--- config.mk ---
export PLATFORM = sky130hd
export DESIGN_NAME = jtframe_pll_rstseq
export DESIGN_NICKNAME = d
export VERILOG_FILES = /design/src/rtl/jtframe_pll_rstseq.sv
export SDC_FILE = /design/constraint.sdc
export NUM_CORES = 1
export LEC_CHECK = 0
export CAP_MARGIN = 20
export CORE_MARGIN = 1.5
export CORE_UTILIZATION = 30
export CTS_BUF_LIST = sky130_fd_sc_hd__clkbuf_4
export DETAILED_ROUTE_END_ITERATION = 8
export DONT_BUFFER_PORTS = 1
export SLEW_MARGIN = 10
export SYNTH_ARGS = -nofsm -noshare
export SYNTH_HDL_FRONTEND = slang
export SYNTH_SLANG_ARGS = --single-unit
--- constraint.sdc ---
create_clock -name clk -period 5.2 [get_ports clk]
set_clock_uncertainty 0.2 [all_clocks]
set_input_delay 0.78 -clock clk [delete_from_list [all_inputs] [get_ports clk]]
set_output_delay 0.78 -clock clk [all_outputs]
set_load 0.03 [all_outputs]
--- src/rtl/jtframe_pll_rstseq.sv ---
// PLL bring-up and reset sequencer: PLL reset pulse, lock qualification, staged SDRAM/core release.
// Optional lock-loss counter port loss_cnt is built only with `define JTFRAME_PLL_LOSSCNT_EN.
module jtframe_pll_rstseq #(
    parameter int LOCK_CYC    = 1024,
    parameter int TIMEOUT_CYC = 65536,
    parameter int PLLRST_CYC  = 16,
    parameter int STAGE_GAP   = 256
) (
    input  logic       clk,
    input  logic       rst_n,
    input  logic       locked,
    input  logic       soft_rst,
    output logic       pll_rst,
    output logic       sdram_rst,
    output logic       core_rst,
    output logic       ready,
    output logic [2:0] st
`ifdef JTFRAME_PLL_LOSSCNT_EN
    ,
    output logic [7:0] loss_cnt
`endif
);
    localparam int MAX_A = (LOCK_CYC > TIMEOUT_CYC) ? LOCK_CYC : TIMEOUT_CYC;
    localparam int MAX_B = (PLLRST_CYC > STAGE_GAP) ? PLLRST_CYC : STAGE_GAP;
    localparam int MAXC  = (MAX_A > MAX_B) ? MAX_A : MAX_B;
    localparam int CW    = $clog2(MAXC) + 1;

    localparam logic [CW-1:0] PLLRST_LAST  = CW'(PLLRST_CYC - 1);
    localparam logic [CW-1:0] TIMEOUT_LAST = CW'(TIMEOUT_CYC - 1);
    localparam logic [CW-1:0] LOCK_LAST    = CW'(LOCK_CYC - 1);
    localparam logic [CW-1:0] GAP_LAST     = CW'(STAGE_GAP - 1);

    typedef enum logic [2:0] {
        S_PLLRST    = 3'd0,
        S_WAIT_LOCK = 3'd1,
        S_STABLE    = 3'd2,
        S_SDRAM_UP  = 3'd3,
        S_RUN       = 3'd4
    } state_t;

    state_t        state_q, state_d;
    logic [CW-1:0] cnt_q, cnt_d;
    logic          lk_meta_q, lk_q;
    logic          pll_rst_q, sdram_rst_q, core_rst_q, ready_q;
    logic          pll_rst_d, sdram_rst_d, core_rst_d, ready_d;

    // locked comes from the PLL domain; only lk_q is used past this point
    always_ff @(posedge clk or negedge rst_n) begin
        if (!rst_n) begin
            lk_meta_q <= 1'b0;
            lk_q      <= 1'b0;
        end else begin
            lk_meta_q <= locked;
            lk_q      <= lk_meta_q;
        end
    end

    always_comb begin
        state_d = state_q;
        cnt_d   = cnt_q + 1'b1;
        case (state_q)
            S_PLLRST: begin
                if (cnt_q == PLLRST_LAST) begin
                    state_d = S_WAIT_LOCK;
                    cnt_d   = '0;
                end
            end
            S_WAIT_LOCK: begin
                if (lk_q) begin
                    state_d = S_STABLE;
                    cnt_d   = '0;
                end else if (cnt_q == TIMEOUT_LAST) begin
                    state_d = S_PLLRST;
                    cnt_d   = '0;
                end
            end
            S_STABLE: begin
                if (!lk_q) begin
                    state_d = S_WAIT_LOCK;
                    cnt_d   = '0;
                end else if (cnt_q == LOCK_LAST) begin
                    state_d = S_SDRAM_UP;
                    cnt_d   = '0;
                end
            end
            S_SDRAM_UP: begin
                if (!lk_q) begin
                    state_d = S_WAIT_LOCK;
                    cnt_d   = '0;
                end else if (cnt_q == GAP_LAST) begin
                    state_d = S_RUN;
                    cnt_d   = '0;
                end
            end
            S_RUN: begin
                // lock loss is checked first so it wins over a coincident soft reset
                cnt_d = '0;
                if (!lk_q) state_d = S_WAIT_LOCK;
                else if (soft_rst) state_d = S_SDRAM_UP;
            end
            default: begin
                state_d = S_PLLRST;
                cnt_d   = '0;
            end
        endcase

        // outputs decoded from the next state so they are registered alongside it
        pll_rst_d   = (state_d == S_PLLRST);
        sdram_rst_d = (state_d == S_PLLRST) || (state_d == S_WAIT_LOCK) || (state_d == S_STABLE);
        core_rst_d  = (state_d != S_RUN);
        ready_d     = (state_d == S_RUN);
    end

    always_ff @(posedge clk or negedge rst_n) begin
        if (!rst_n) begin
            state_q     <= S_PLLRST;
            cnt_q       <= '0;
            pll_rst_q   <= 1'b1;
            sdram_rst_q <= 1'b1;
            core_rst_q  <= 1'b1;
            ready_q     <= 1'b0;
        end else begin
            state_q     <= state_d;
            cnt_q       <= cnt_d;
            pll_rst_q   <= pll_rst_d;
            sdram_rst_q <= sdram_rst_d;
            core_rst_q  <= core_rst_d;
            ready_q     <= ready_d;
        end
    end

    assign pll_rst   = pll_rst_q;
    assign sdram_rst = sdram_rst_q;
    assign core_rst  = core_rst_q;
    assign ready     = ready_q;
    assign st        = state_q;

`ifdef JTFRAME_PLL_LOSSCNT_EN
    logic [7:0] loss_q;
    logic       loss_evt;

    assign loss_evt = !lk_q && (state_q == S_SDRAM_UP || state_q == S_RUN);

    always_ff @(posedge clk or negedge rst_n) begin
        if (!rst_n) loss_q <= '0;
        else if (loss_evt && loss_q != 8'hFF) loss_q <= loss_q + 8'd1;
    end

    assign loss_cnt = loss_q;
`endif

endmodule
==> results.toml <==
[floorplan]
die_w_um = 70.1
die_y_um = 70.1
rows = 24
io_pins = 11
start_util_pct = 31.0
dieArea_mm2 = 0.00491
coreArea_mm2 = 0.00435

[logic_synthesis]
syn_area_mm2 = 0.00135
synth_common_cells = "dfrtp_1 (23), nor2_1 (22), nand3_1 (13), nand2_1 (11)"
syn_nets = 147
ys_warn_count = 0
synthTopCellsByArea = "dfrtp_1 (43%), nor2_1 (6.1%), dfstp_2 (5.8%), nand3_1 (4.8%), xnor2_1 (4.5%)"
synth_top_area_cell = "dfrtp_1"
synth_edf_count = 0
synth.distinct_cells = 35
synth.most_common_cell = "dfrtp_1"
async_flop_share_pct = 100
syn_avg_cell_area_um2 = 9.63
synth_top_flop_cell = "dfrtp_1"
yosys_register_bits = 26
seq_area_frac_synth_pct = 48.5
synth_top_area_share_pct = 42.7
syn-instance-count = 140

[sta]
fin_crit_ps = 3180
worstMarginPinSlew_ps = 795
finalSetupViolations = 0
slew_violations = 0
max_freq_mhz = 315
fin_crit_sh_pct = 61.1
hold_viol_final = 0
rsz0062_at_grt = "no"
relSlewSlack_pct = 46.6
hold-worst-slack_ps = 77.7
tns_ps = 0

[place]
place_congestion = 0.767
numPortBuffers = 0
place_hpwl_um = 1720
placed_area_mm2 = 0.00138

[detailed_routing]
drc_errors = 0
avgRoutedWirePerCell_um = 12.3
num_vias = 966
drt_first_pass_iters = 4
wl_um = 2370
vias_per_cell = 5.01
first_iter_violations = 28
ant_nets = 0

[clock_network]
cts-htree-levels = 1
root_buffer = "clkbuf_4"
cts_sinks = 26
ctsResizeCount = 0
cts_setup_buffers = 0
cts_tree = "built"
clk_path_buf_depth = 2
cts-buffers-inserted = 3
clk_latency_ps = 320
clk_pin_slew_worst_paths_ps = 130
holdBufCountCts = 1

[critical_path]
slowest_stage = "nor4_4"
crit_path_end_kind = "flip-flop"
critical_path.max_fanout = 16
crit_arrival_ps = 3150
path_common_cell = "ha_1"
path_buf_inv = 1
startpoint_type = "flip-flop"
r2r_slack_ps = 2020
cp.required_ps = 5180
max_stage_delay_ps = 770
path_class = "flip-flop to flip-flop"
path_cells = "ha_1 > nand4_1 > nor3_1 > nand3_1 > inv_1 > ha_1 > nor4_1 > nor4_4 > nor2_1"
cp_top_family = "simple AND/OR/NAND/NOR gates"

[grt]
grt_pass1_wl_um = 4260
grt_overflow = 0
grtUsageTotal_pct = 10.6
grt_antenna_before_repair = 0
grt_start_max_net_pins = 24
grt_pass1_vias = 981

[run]
cap_violations = 0

[power_and_ir_drop]
power_density_mw_per_mm2 = 358
vdd_drop_max_uv = 98.9
p_leak_nw = 0.628

[layout]
drive_gt1_share_pct = 7.80
design_area_mm2 = 0.00144
area_growth_pct = 6.40
final_util_pct = 33.0
diodes = 0
fin_nets = 149

[worst_hold_path]
min_path_type = "input port to async pin"

[run_status]
status = "completed"
==> cells in the final DEF (no fill, tap or decap), drive strengths merged, types with 2 or more instances in the layout <==
cell type,Yosys,routed
a21oi,4,4
and3,4,4
clkbuf,3,3
dfrtp,23,23
dfstp,3,3
ha,3,3
inv,6,6
nand2,11,11
nand2b,3,3
nand3,13,13
nand4,2,2
nor2,22,22
nor2b,2,2
nor3,4,4
nor4,3,3
o21ai,2,2
o22ai,3,3
or3,2,2
or4,2,2
xnor2,7,7
xor2,7,7
==> layout make-up <==
class / instances / area (µm²)
Multi-Input combinational cell: 103 / 642
Clock inverter: 1 / 3.75
Inverter: 6 / 22.5
Sequential cell: 26 / 654
Fill cell: 433 / 2920
Clock buffer: 3 / 22.5
Tap cell: 52 / 65.1
Timing Repair Buffer: 2 / 25.0
==> cells by family after synthesis <==
logic type | share of synthesized area, %
and+or+nand+nor | 28.2
DFF | 48.5
AOI/OAI and AO/OA | 6.77
xor gates and xnor gates | 9.09
buffers and inverters | 3.90
adders and majority gates | 2.78
muxes | 0.742
==> layer usage <==
metal | GRT usage [%] | wire, µm | share of wire (%)
met1 | 11.8 | 1120 | 47
met2 | 18.7 | 1100 | 46
met3 | 3.90 | 116 | 4.9
met4 | 3.42 | 38 | 1.6
met5 | 0 | 0 | 0
==> final timing paths <==
| kind | startpoint | to | cells past startpoint |
|---|---|---|---|
| worst max register to register | cnt_q[0]$_DFF_PN0_ | cnt_q[11]$_DFF_PN0_ | 9 |
| max in group asynchronous | rst_n | cnt_q[8]$_DFF_PN0_ | 2 |
| worst max-delay path | cnt_q[0]$_DFF_PN0_ | cnt_q[11]$_DFF_PN0_ | 9 |
| worst min register to register | lk_meta_q$_DFF_PN0_ | lk_q$_DFF_PN0_ | 0 |
| min in group clk | lk_meta_q$_DFF_PN0_ | lk_q$_DFF_PN0_ | 0 |
| worst min-delay path | rst_n | core_rst$_DFF_PN1_ | 0 |
==> registers in the layout (all words and copies together) (netlist names) <==
register and flops:
ready 1, lk_meta_q 1, lk_q 1, core_rst 1
pll_rst 1, sdram_rst 1, cnt_q 17, st 3
==> where the power goes <==
group          switching [mW]  total (mW)  internal, mW
clock network          0.0561      0.0842        0.0281
registers              0.0546       0.286         0.231
logic                  0.0880       0.144        0.0565
==> metrics by stage <==
stage / instances / power, mW / setup WS [ps]
6_report: 193 / 0.514 / 2020
2_1_floorplan: 140 / 0.413 / 2610
4_1_cts: 192 / 0.522 / 1980
3_5_place_dp: 187 / 0.431 / 2010
3_3_place_gp: 187 / 0.426 / 2180
5_1_grt: 193 / 0.555 / 1620
No activity file was read; power rests on OpenSTA's default activity.
